<file path="config.mk">
export PLATFORM = sky130hd
export DESIGN_NAME = btn_debounce_sync
export DESIGN_NICKNAME = d
export VERILOG_FILES = /design/src/rtl/btn_debounce_sync.sv
export SDC_FILE = /design/constraint.sdc
export NUM_CORES = 1
export LEC_CHECK = 0
export BUFFER_PORTS_ARGS = -buffer_cell sky130_fd_sc_hd__buf_2
export CAP_MARGIN = 20
export CORE_ASPECT_RATIO = 0.75
export CORE_MARGIN = 10
export CORE_UTILIZATION = 67
export CTS_BUF_LIST = sky130_fd_sc_hd__clkbuf_16
export DETAILED_ROUTE_END_ITERATION = 12
export PLACE_DENSITY = 0.94
export SLEW_MARGIN = 30
export SYNTH_ARGS = -nofsm -noshare
export SYNTH_HDL_FRONTEND = slang
export SYNTH_SLANG_ARGS = --single-unit
</file>
<file path="constraint.sdc">
create_clock -name clk -period 6 [get_ports clk]
set_input_delay 0.6 -clock clk [delete_from_list [all_inputs] [get_ports clk]]
set_output_delay 0.6 -clock clk [all_outputs]
set_load 0.01 [all_outputs]
</file>
<file path="src/rtl/btn_debounce_sync.sv">
// Multi-channel button conditioner: 2-flop synchronizer, per-channel debounce FSM, press/release strobes.
// Optional auto-repeat of press_pulse while held is enabled by defining BTN_DEBOUNCE_REPEAT_EN.
module btn_debounce_sync #(
  parameter int NUM_BTN         = 5,
  parameter int CNT_W           = 16,
  parameter int DEBOUNCE_CYCLES = 50000,
  parameter bit ACTIVE_LOW      = 1'b1,
  parameter int REPEAT_DELAY    = 25000000,
  parameter int REPEAT_PERIOD   = 5000000
) (
  input  logic               clk,
  input  logic               reset,
  input  logic [NUM_BTN-1:0] btn_raw,
  output logic [NUM_BTN-1:0] btn_level,
  output logic [NUM_BTN-1:0] press_pulse,
  output logic [NUM_BTN-1:0] rel_pulse
);

  typedef enum logic [1:0] {
    IDLE       = 2'd0,
    PRESS_WAIT = 2'd1,
    PRESSED    = 2'd2,
    REL_WAIT   = 2'd3
  } state_t;

  localparam logic [NUM_BTN-1:0] RELEASED_RAW = {NUM_BTN{ACTIVE_LOW}};
  localparam logic [CNT_W-1:0]   CNT_LAST     = CNT_W'(DEBOUNCE_CYCLES - 1);
  localparam logic [CNT_W-1:0]   CNT_ONE      = CNT_W'(1);

  logic [NUM_BTN-1:0] sync1_q;
  logic [NUM_BTN-1:0] sync2_q;
  logic [NUM_BTN-1:0] pressed_d;
  logic [NUM_BTN-1:0] level_q;
  logic [NUM_BTN-1:0] press_q;
  logic [NUM_BTN-1:0] rel_q;
  state_t             state_q [NUM_BTN];
  logic [CNT_W-1:0]   cnt_q   [NUM_BTN];

`ifdef BTN_DEBOUNCE_REPEAT_EN
  localparam logic [31:0] REP_FIRST  = 32'(REPEAT_DELAY - 1);
  localparam logic [31:0] REP_RELOAD = 32'(REPEAT_DELAY - REPEAT_PERIOD);
  logic [31:0] rep_q [NUM_BTN];
`else
  logic unused_repeat_cfg;
  assign unused_repeat_cfg = ^{32'(REPEAT_DELAY), 32'(REPEAT_PERIOD)};
`endif

  // Normalized after the second flop: 1 always means pressed.
  assign pressed_d = sync2_q ^ RELEASED_RAW;

  always_ff @(posedge clk) begin
    if (reset) begin
      sync1_q <= RELEASED_RAW;
      sync2_q <= RELEASED_RAW;
      level_q <= '0;
      press_q <= '0;
      rel_q   <= '0;
      for (int i = 0; i < NUM_BTN; i++) begin
        state_q[i] <= IDLE;
        cnt_q[i]   <= '0;
`ifdef BTN_DEBOUNCE_REPEAT_EN
        rep_q[i]   <= '0;
`endif
      end
    end else begin
      sync1_q <= btn_raw;
      sync2_q <= sync1_q;
      press_q <= '0;
      rel_q   <= '0;
      for (int i = 0; i < NUM_BTN; i++) begin
        case (state_q[i])
          IDLE: begin
            if (pressed_d[i]) begin
              state_q[i] <= PRESS_WAIT;
              cnt_q[i]   <= CNT_ONE;
            end
          end
          PRESS_WAIT: begin
            if (!pressed_d[i]) begin
              state_q[i] <= IDLE;
              cnt_q[i]   <= '0;
            end else if (cnt_q[i] == CNT_LAST) begin
              state_q[i] <= PRESSED;
              level_q[i] <= 1'b1;
              press_q[i] <= 1'b1;
              cnt_q[i]   <= '0;
            end else begin
              cnt_q[i] <= cnt_q[i] + CNT_ONE;
            end
          end
          PRESSED: begin
            if (!pressed_d[i]) begin
              state_q[i] <= REL_WAIT;
              cnt_q[i]   <= CNT_ONE;
            end
          end
          REL_WAIT: begin
            if (pressed_d[i]) begin
              state_q[i] <= PRESSED;
              cnt_q[i]   <= '0;
            end else if (cnt_q[i] == CNT_LAST) begin
              state_q[i] <= IDLE;
              level_q[i] <= 1'b0;
              rel_q[i]   <= 1'b1;
              cnt_q[i]   <= '0;
            end else begin
              cnt_q[i] <= cnt_q[i] + CNT_ONE;
            end
          end
          default: begin
            state_q[i] <= IDLE;
            cnt_q[i]   <= '0;
          end
        endcase
`ifdef BTN_DEBOUNCE_REPEAT_EN
        // Repeat timer only advances while held in PRESSED; any exit restarts it from zero.
        if (state_q[i] == PRESSED && pressed_d[i]) begin
          if (rep_q[i] == REP_FIRST) begin
            press_q[i] <= 1'b1;
            rep_q[i]   <= REP_RELOAD;
          end else begin
            rep_q[i] <= rep_q[i] + 32'd1;
          end
        end else begin
          rep_q[i] <= '0;
        end
`endif
      end
    end
  end

  assign btn_level   = level_q;
  assign press_pulse = press_q;
  assign rel_pulse   = rel_q;

endmodule

</file>
==> flow_summary_export.csv, run 1 <==
group,metric,value,unit
final_layout,drive_gt1_frac,0.115,
drt,firstDrtPassIters,5,
die,rows,29,
timing,relSlewSlack,0.493,
worst_setup_path,r2r_slack,2.78,ns
clock_network,ctsHoldBuffers,0,
clock_network,cts-htree-levels,4,
drt,drc,0,
clock_network,cts_resized,0,
synthesis,synth_area_leaders,"edfxtp_1, dfxtp_1, xor2_1",
timing,timing.fmax,0.311,GHz
global_routing,grt_start_max_net_pins,35,
power_and_ir_drop,p_per_area,468,mW/mm2
timing,finalHoldViolCount,0,
worst_setup_path,cp-start-kind,"register",
timing,finalMaxSlewViolations,0,
power_and_ir_drop,p_clk_frac,0.339,
synthesis,ys_types,52,
final_layout,area_growth,13.2,%
timing,finClkSkew,0.0149,ns
run,cap_violations,0,
power_and_ir_drop,p_int,0.00214,W
die,core,0.00853,mm2
synthesis,synth-edff-count,90,
final_layout,stdcell_area,0.00671,mm2
clock_network,cts_max_path_buffers,2,
placement,postPlaceCellArea,0.00609,mm2
global_routing,track_usage,0.203,
worst_setup_path,end_kind,"register",
worst_setup_path,path_max_fanout,18,
timing,whs,0.381,ns
final_layout,n_fill_cell,457,
drt,drt_wl_total,12800,um
synthesis,synth_top_area_share,0.456,
placement,portBuffers,21,
power_and_ir_drop,sequentialPowerShare,0.462,
clock_network,cts_tree,"yes",
synthesis,synth_top_area_cell,"edfxtp_1",
synthesis,syn_area_per_cell,10.4,um2
worst_setup_path,cp-endpoint,"cnt_q[0][3]",
drt,vias,4565,
final_layout,fin_util,0.787,
synthesis,synth-seq-cells,115,
worst_setup_path,critPathRequiredTime,5.95,ns
worst_setup_path,r2r-end,"cnt_q[0][3]",
die,die_y,101,um
power_and_ir_drop,vdd_drop_max,0.334,mV
die,fp.dieW,129,um
drt,first_iter_violations,604,
clock_network,insertion_delay,0.41,ns
drt,wl_per_cell,18.0,um
synthesis,syn-cell-area,0.00593,mm2
worst_setup_path,reg2reg_from,"cnt_q[0][4]",
final_layout,nNetsFinal,601,
placement,dp_hpwl,8130,um
die,ios,22,
clock_network,cts_root_buf,"clkbuf_16",
power_and_ir_drop,power_switching,0.00100,W
status,status,"complete, no violations",
worst_setup_path,criticalPathCategory,"reg2reg",
synthesis,yosysMostFrequentCell,"edfxtp_1",
synthesis,synth_common_cells,"edfxtp_1, nor2_1, nand2_1",
synthesis,netlist_instances,570,
drt,ant_nets,0,
power_and_ir_drop,p_sw_frac,0.320,
timing,setup_violations,0,
global_routing,grt_first_pass_wirelength,21300,um
global_routing,grt_overflow,0,
die,start_util,0.696,
timing,rsz0062_at_grt,"false",
die,dieArea,0.0131,mm2
timing,fin_tns_setup,0,ns
clock_network,path_clk_slew,0.06,ns
final_layout,diodes,0,
worst_setup_path,cp.arrival,3.16,ns
clock_network,cts_buffers,17,
synthesis,syn-num-nets,582,
timing,worstMarginPinSlew,0.758,ns
synthesis,seq_area_frac_synth,0.540,
worst_hold_path,worstHoldPathType,"in2reg",
synthesis,async_flop_share,0,
clock_network,post_cts_buffers,0,
power_and_ir_drop,leakagePower,2.40,nW
drt,via_per_inst,6.43,
clock_network,cts.sinks,115,
worst_setup_path,startpoint,"cnt_q[0][4]",
synthesis,yosys_warnings,0,
global_routing,grt_pass1_vias,4405,
global_routing,antenna_found_initial,0,
placement,gp_congestion,0.861,
timing,post-route-period-util,0.536,
worst_setup_path,reg2regPathDepth,4,
synthesis,synth_ff_type,"edfxtp_1",
timing,min_period,3.22,ns
power_and_ir_drop,combPwrFrac,0.199,
## power groups by stage
stage	Sequential, W	Clock [W]	Combinational [W]
finish	0.00145	0.00107	0.000625
CTS	0.00144	0.00108	0.000615
global route	0.00149	0.00111	0.000687
global placement	0.00142	0	0.000554
floorplan	0.00133	0	0.000531
detailed placement	0.00144	0	0.000594
## cells in the final DEF (no fill, tap or decap), types with 2 or more instances in the layout
| cell type | instances |
|---|---|
| edfxtp_1 | 90 |
| nor2_1 | 85 |
| nand2_1 | 40 |
| xor2_1 | 38 |
| nand3_1 | 33 |
| xnor2_1 | 31 |
| dfxtp_1 | 25 |
| a21oi_1 | 24 |
| inv_1 | 23 |
| buf_2 | 21 |
| clkbuf_16 | 17 |
| nand4_1 | 16 |
| or3_1 | 16 |
| o21ai_0 | 15 |
| and4_1 | 15 |
| or2_2 | 12 |
| and3_1 | 10 |
| nor3_1 | 8 |
| nor4bb_1 | 7 |
| a31oi_1 | 6 |
| nor4b_1 | 5 |
| ha_1 | 5 |
| bufinv_16 | 5 |
| nor2b_1 | 4 |
| nor4_1 | 4 |
| a2bb2oi_1 | 4 |
| o21a_1 | 4 |
| clkinv_2 | 4 |
| nand3b_1 | 3 |
| o211ai_1 | 3 |
| clkinv_1 | 3 |
| or4b_2 | 2 |
| nor4_4 | 2 |
## critical path, stage by stage (launching register included)
cell and delay [ns]:
edfxtp_1 0.49, or4b_2 0.74, nor4_4 0.46, nand3b_2 0.42, nand3_1 0.64
## cells by family (layout without fill, tap and decap cells)
family / Yosys count / in the layout / synth area share
AND/OR/NAND/NOR: 271 / 271 / 0.248
flip-flops: 115 / 115 / 0.540
XOR/XNOR: 69 / 69 / 0.102
AO/OA/AOI/OAI: 66 / 66 / 0.0686
buffers and inverters: 42 / 74 / 0.0270
adder cells (fa/ha/maj): 5 / 5 / 0.0105
multiplexers: 2 / 2 / 0.00359
## registers in the layout (all words and copies together) (netlist names)
name	flops
sync1_q	5
sync2_q	5
btn_level	5
rel_pulse	5
cnt_q	80
state_q	10
press_pulse	5
## metrics by stage
stage	setup WS [ns]	total power, W	instances
after floorplan	3.38	0.00186	570
after global placement	2.93	0.00197	678
after detailed placement	2.81	0.00204	678
after CTS	2.80	0.00313	710
after global routing	2.58	0.00328	710
final	2.78	0.00314	710
## per-layer routing
layer  routed length [um]  share of wire  GRT usage
met2                 6180           0.48      0.313
met3                 1000          0.078     0.0611
met1                 5270           0.41      0.256
met4                  313          0.025      0.101
met5                    0              0          0
## cell type report
type | instances | area [um2] | area share
sequential | 115 | 3200 | 0.477
multi-input combinational | 413 | 2570 | 0.382
clock buffer | 17 | 425 | 0.0634
clock inverter | 15 | 198 | 0.0295
tap | 108 | 135 | 0.0201
timing repair buffer | 21 | 105 | 0.0157
inverter | 21 | 78.8 | 0.0117
## worst min-delay path by stage
stage	cells past startpoint	endpoint	startpoint	slack, ns
floorplan	1	sync2_q[0]	sync1_q[0]	0.39
global placement	1	sync2_q[1]	sync1_q[1]	0.39
detailed placement	1	sync2_q[4]	sync1_q[4]	0.40
CTS	2	sync1_q[1]	btn_raw[1]	0.36
global route	2	sync1_q[1]	btn_raw[1]	0.37
finish	2	sync1_q[1]	btn_raw[1]	0.38
No activity file was read; power rests on OpenSTA's default activity.
==> inputs of run 2 (changes only) <==
ABC_AREA = 1   (was default)
CORE_UTILIZATION = 56   (was 67)
PLACE_DENSITY = 0.85   (was 0.94)
clock period = 2.83 ns   (was 6 ns; I/O delays follow)
==> run 2 against run 1 <==
Critical path depth grew 3. Clock power is 67% higher. Critical path type unchanged. Sequential cell count stayed put. Clock skew decreased by 0.0068 ns. Die area grew 19%. Design area increased by 2.2%. First-iteration DRC count is 35% lower.
==> flow_summary_export.csv, run 2 <==
group,metric,value,unit
status,status,"complete, no violations",
run,cap_violations,0,
worst_setup_path,r2r-end,"cnt_q[0][15]",
placement,dp_hpwl,8730,um
clock_network,cts_max_path_buffers,2,
synthesis,syn_area_per_cell,8.72,um2
timing,fin_tns_setup,0,ns
final_layout,fin_util,0.657,
global_routing,grt_start_max_net_pins,22,
timing,worstMarginPinSlew,0.815,ns
global_routing,grt_first_pass_wirelength,21300,um
clock_network,insertion_delay,0.42,ns
synthesis,yosys_warnings,0,
timing,timing.fmax,0.410,GHz
drt,via_per_inst,5.43,
placement,gp_congestion,0.934,
synthesis,synth-edff-count,90,
die,die_y,110,um
synthesis,synth.area.mux_share,0,
synthesis,synth_area_leaders,"edfxtp_1, nor2_1, dfxtp_1",
worst_hold_path,worstHoldStart,"btn_raw[3]",
final_layout,drive_gt1_frac,0.117,
worst_setup_path,cp-start-kind,"register",
timing,finClkSkew,0.00813,ns
timing,min_period,2.44,ns
timing,finalMaxSlewViolations,0,
synthesis,synth_top_family_by_area,"simple AND/OR/NAND/NOR gates",
die,start_util,0.582,
drt,drc,0,
final_layout,layout_common_cells,"nor2_1, nand2_1, edfxtp_1",
synthesis,synth-seq-cells,115,
timing,relSlewSlack,0.455,
synthesis,synthSimpleGateAreaFrac,0.289,
synthesis,ys_types,37,
worst_setup_path,path_max_fanout,16,
clock_network,cts_root_buf,"clkbuf_16",
synthesis,seq_area_frac_synth,0.527,
drt,drt_wl_total,12400,um
drt,ant_nets,0,
synthesis,synth_top_area_share,0.444,
drt,firstDrtPassIters,5,
placement,postPlaceCellArea,0.00637,mm2
worst_hold_path,worstHoldPathType,"in2reg",
clock_network,cts_resized,0,
synthesis,syn-num-nets,710,
global_routing,antenna_found_initial,0,
power_and_ir_drop,vdd_drop_max,0.575,mV
final_layout,area_growth,12.8,%
worst_setup_path,reg2regPathDepth,7,
synthesis,yosysMostFrequentCell,"nor2_1",
global_routing,grt_overflow,0,
timing,setup_violations,0,
power_and_ir_drop,p_per_area,829,mW/mm2
worst_setup_path,startpoint,"cnt_q[0][0]",
synthesis,syn-cell-area,0.00608,mm2
placement,portBuffers,21,
final_layout,stdcell_area,0.00686,mm2
final_layout,largest_register_ffs,80,
worst_setup_path,criticalPathCategory,"reg2reg",
final_layout,regMostFlops,"cnt_q",
synthesis,synth_common_cells,"nor2_1, nand2_1, edfxtp_1",
worst_setup_path,end_kind,"register",
global_routing,grt_pass1_vias,4735,
drt,first_iter_violations,390,
synthesis,synth-compound-area-share,0.0415,
synthesis,synthXorXnorAreaFrac,0.0734,
worst_setup_path,critPathRequiredTime,2.76,ns
power_and_ir_drop,leakagePower,2.92,nW
synthesis,synth_top_area_cell,"edfxtp_1",
clock_network,cts_buffers,17,
clock_network,cts_tree,"yes",
clock_network,cts-htree-levels,4,
final_layout,final_common_cell,"nor2_1",
drt,wl_per_cell,13.9,um
timing,post-route-period-util,0.863,
clock_network,path_clk_slew,0.05,ns
timing,finalHoldViolCount,0,
worst_hold_path,whs_endpoint,"sync1_q[3]",
timing,rsz0062_at_grt,"false",
synthesis,synth_ff_type,"edfxtp_1",
worst_setup_path,cp.arrival,2.37,ns
drt,vias,4816,
die,rows,32,
final_layout,top_regs,"cnt_q x80, state_q x10",
global_routing,track_usage,0.168,
synthesis,async_flop_share,0,
die,ios,22,
synthesis,netlist_instances,698,
final_layout,diodes,0,
clock_network,post_cts_buffers,0,
die,core,0.0105,mm2
synthesis,synth_fa_ha_area_frac,0.0103,
worst_hold_path,whs_path_depth,2,
clock_network,cts.sinks,115,
worst_setup_path,r2r_slack,0.39,ns
die,dieArea,0.0155,mm2
worst_setup_path,reg2reg_from,"cnt_q[0][0]",
clock_network,ctsHoldBuffers,0,
final_layout,nNetsFinal,750,
die,fp.dieW,140,um
run 2: cell types whose count changed in the layout (fill, tap and decap cells not counted), moves of 7 or more:
| cell | delta |
|---|---|
| inv_1 | +65 |
| buf_4 | +7 |
| and3_1 | -10 |
| nor4bb_1 | -7 |
| nand3_1 | +17 |
| nor2_1 | +72 |
| nand2_1 | +75 |
| and4_1 | -15 |
| or3_1 | -15 |
| nor3_1 | +8 |
| xnor2_1 | -20 |
| a21oi_1 | -14 |
| nor3b_1 | +7 |
| o21ai_0 | -8 |
run 2: how the worst max path moves through the flow:
stage	cells past startpoint	slack [ns]	to
3_3_place_gp	7	0.58	cnt_q[0][14]
4_1_cts	7	0.40	cnt_q[0][15]
2_1_floorplan	8	0.77	cnt_q[4][0]
5_1_grt	7	0.21	cnt_q[0][14]
6_report	7	0.39	cnt_q[0][15]
3_5_place_dp	7	0.44	cnt_q[0][5]
run 2: routing by layer:
metal / GRT usage / vias up / share of wire / wire length (um)
li1: - / 2391 / - / -
met1: 0.198 / 2249 / 0.43 / 5370
met2: 0.282 / 149 / 0.49 / 6060
met3: 0.0491 / 27 / 0.055 / 684
met4: 0.0728 / 0 / 0.020 / 245
met5: 0 / - / 0 / 0
run 2: stage by stage:
| stage | instances | worst slack, ns | total power, W | hold slack (ns) |
|---|---|---|---|---|
| 4_1_cts | 887 | 0.404 | 0.00570 | 0.0422 |
| 5_1_grt | 887 | 0.211 | 0.00604 | 0.0542 |
| 3_3_place_gp | 855 | 0.584 | 0.00382 | 0.393 |
| 3_5_place_dp | 855 | 0.438 | 0.00391 | 0.393 |
| 2_1_floorplan | 698 | 0.772 | 0.00356 | 0.387 |
| 6_report | 887 | 0.388 | 0.00569 | 0.0536 |
run 2: cell type report:
class                   instances  area, um2
repair buffers                 28        158
clock buffers                  17        425
multi-input cells             490       2520
flip-flops and latches        115       3200
inverters                      86        323
clock inverters                15       63.8
fillers                       804       3590
well taps                     136        170
run 2: where the power goes:
group          internal, W  switching, W
Clock              0.00107      0.000714
Sequential         0.00234      0.000394
Combinational     0.000406      0.000758
Total              0.00382       0.00187
run 2: worst max-delay path, cell delays in order (launching register included):
cell and delay [ns]:
edfxtp_1 0.41, ha_1 0.24, nand3_1 0.12, nor2_1 0.09, nand3_1 0.21, nand2_2 0.09
nor2_2 0.18, nand3_1 0.60
run 2: logic make-up after synthesis:
logic type,after synthesis
DFF,115
adders and majority gates,5
AOI/OAI and AO/OA,38
and+or+nand+nor,396
buffers and inverters,93
xor gates and xnor gates,51
==> inputs of run 3 (changes only) <==
CORE_ASPECT_RATIO = default   (was 0.75)
==> run 3 against run 2 <==
Worst hold slack lost 0.0091 ns. Largest power group unchanged. Global-route usage shrank 0.35 points. Design area grew 1.8%. Clock power grew 20%. Critical path type unchanged. Sequential share of layout area shrank 0.82 points.
==> flow_summary_export.csv, run 3 (same netlist as run 2, synthesis figures left out) <==
group,metric,value,unit
global_routing,track_usage,0.164,
worst_setup_path,critPathMostFrequentCell,"nand2_1",
timing,post-route-period-util,0.762,
worst_setup_path,criticalPathCategory,"reg2reg",
drt,drc,0,
clock_network,path_clk_slew,0.06,ns
drt,vias,4826,
clock_network,cts_max_path_buffers,2,
clock_network,ctsHoldBuffers,0,
placement,gp_congestion,0.893,
die,die_y,124,um
placement,portBuffers,21,
final_layout,area_growth,14.8,%
timing,min_period,2.16,ns
worst_setup_path,cp.arrival,2.34,ns
global_routing,grt_start_max_net_pins,28,
clock_network,cts_root_buf,"clkbuf_16",
timing,timing.fmax,0.464,GHz
die,core,0.0105,mm2
final_layout,largest_register_ffs,80,
clock_network,cts-htree-levels,4,
placement,dp_slack,0.545,ns
power_and_ir_drop,vdd_drop_max,0.452,mV
placement,dp_cells,856,
power_and_ir_drop,leakagePower,2.95,nW
timing,finalHoldViolCount,0,
final_layout,final_common_cell,"nor2_1",
power_and_ir_drop,p_per_area,869,mW/mm2
clock_network,insertion_delay,0.42,ns
timing,fin_tns_setup,0,ns
die,start_util,0.581,
global_routing,grt_first_pass_wirelength,21600,um
timing,finClkSkew,0.00933,ns
global_routing,antenna_found_initial,1,
drt,ant_nets,0,
worst_setup_path,critPathRequiredTime,3.01,ns
drt,wl_per_cell,14.1,um
placement,dp_hpwl,8690,um
clock_network,cts_tree,"yes",
clock_network,cts_resized,0,
timing,setup_violations,0,
final_layout,top_regs,"cnt_q x80, state_q x10",
global_routing,grt_pass1_vias,4730,
worst_setup_path,cp-start-kind,"register",
status,status,"complete, no violations",
drt,firstDrtPassIters,5,
worst_setup_path,crit_chain,"ha_1, nand3_1, nor2_1, nand3_1, nand2_1, nor2_1, nand2_1, nor2_2, nand3_2, nand2_1, inv_1",
worst_setup_path,end_kind,"register",
timing,layout_setup_ws,0.674,ns
timing,rsz0062_at_grt,"false",
clock_network,post_cts_buffers,0,
drt,via_per_inst,5.43,
timing,worstMarginPinSlew,0.675,ns
drt,drt_wl_total,12500,um
worst_setup_path,cpPeakStageDelay,0.42,ns
worst_setup_path,slowest_stage,"edfxtp_1",
timing,finalMaxSlewViolations,0,
clock_network,cts.sinks,115,
final_layout,fin_cells,889,
worst_setup_path,path_max_fanout,5,
die,fp.dieW,124,um
drt,first_iter_violations,457,
run,cap_violations,0,
global_routing,grt_overflow,0,
final_layout,layout_common_cells,"nor2_1, nand2_1, edfxtp_1",
die,rows,37,
die,ios,22,
final_layout,drive_gt1_frac,0.129,
final_layout,regMostFlops,"cnt_q",
die,dieArea,0.0154,mm2
timing,relSlewSlack,0.550,
worst_hold_path,worstHoldPathType,"in2reg",
clock_network,cts_buffers,17,
final_layout,nNetsFinal,751,
-- run 3: power breakdown --
| group | switching, W | total (W) | internal [W] |
|---|---|---|---|
| Sequential | 0.000397 | 0.00274 | 0.00234 |
| Combinational | 0.000768 | 0.00118 | 0.000415 |
| Clock | 0.000797 | 0.00215 | 0.00135 |
-- run 3: cell type report --
cell class | instances | area [um2]
antenna | 1 | 2.50
clock buffer | 18 | 450
clock inverter | 14 | 151
fill | 779 | 3480
inverter | 86 | 323
multi-input combinational | 490 | 2520
sequential | 115 | 3200
tap | 136 | 170
timing repair buffer | 29 | 165
-- run 3: through the flow --
stage | power, W | util | instance area, um2 | hold WS (ns)
4_1_cts | 0.00608 | 0.667 | 6980 | 0.0415
3_5_place_dp | 0.00390 | 0.610 | 6380 | 0.396
3_3_place_gp | 0.00382 | 0.610 | 6380 | 0.395
5_1_grt | 0.00640 | 0.668 | 6990 | 0.0407
6_report | 0.00607 | 0.668 | 6990 | 0.0445
2_1_floorplan | 0.00356 | - | 6080 | 0.387
-- run 3: path summary, 6_finish.rpt --
check	from	end	slack [ns]	depth (start not counted)
worst max-delay path	cnt_q[3][0]	cnt_q[1][0]	0.67	11
worst min-delay path	btn_raw[1]	sync1_q[1]	0.04	2
worst max register to register	cnt_q[3][0]	cnt_q[1][0]	0.67	11
worst min register to register	sync1_q[0]	sync2_q[0]	0.41	1
-- run 3: critical path: cells and delay by family, from the launching register on --
| family | cells | cell delay [ns] |
|---|---|---|
| simple gates | 9 | 1.21 |
| flops | 1 | 0.42 |
| fa+ha+maj | 1 | 0.25 |
| buf+inv | 1 | 0.04 |
-- run 3: per-layer routing --
layer / up-vias / share of wire / GRT usage
li1: 2402 / - / -
met1: 2234 / 0.43 / 0.190
met2: 161 / 0.50 / 0.272
met3: 29 / 0.055 / 0.0497
met4: 0 / 0.018 / 0.0757
met5: - / 0 / 0
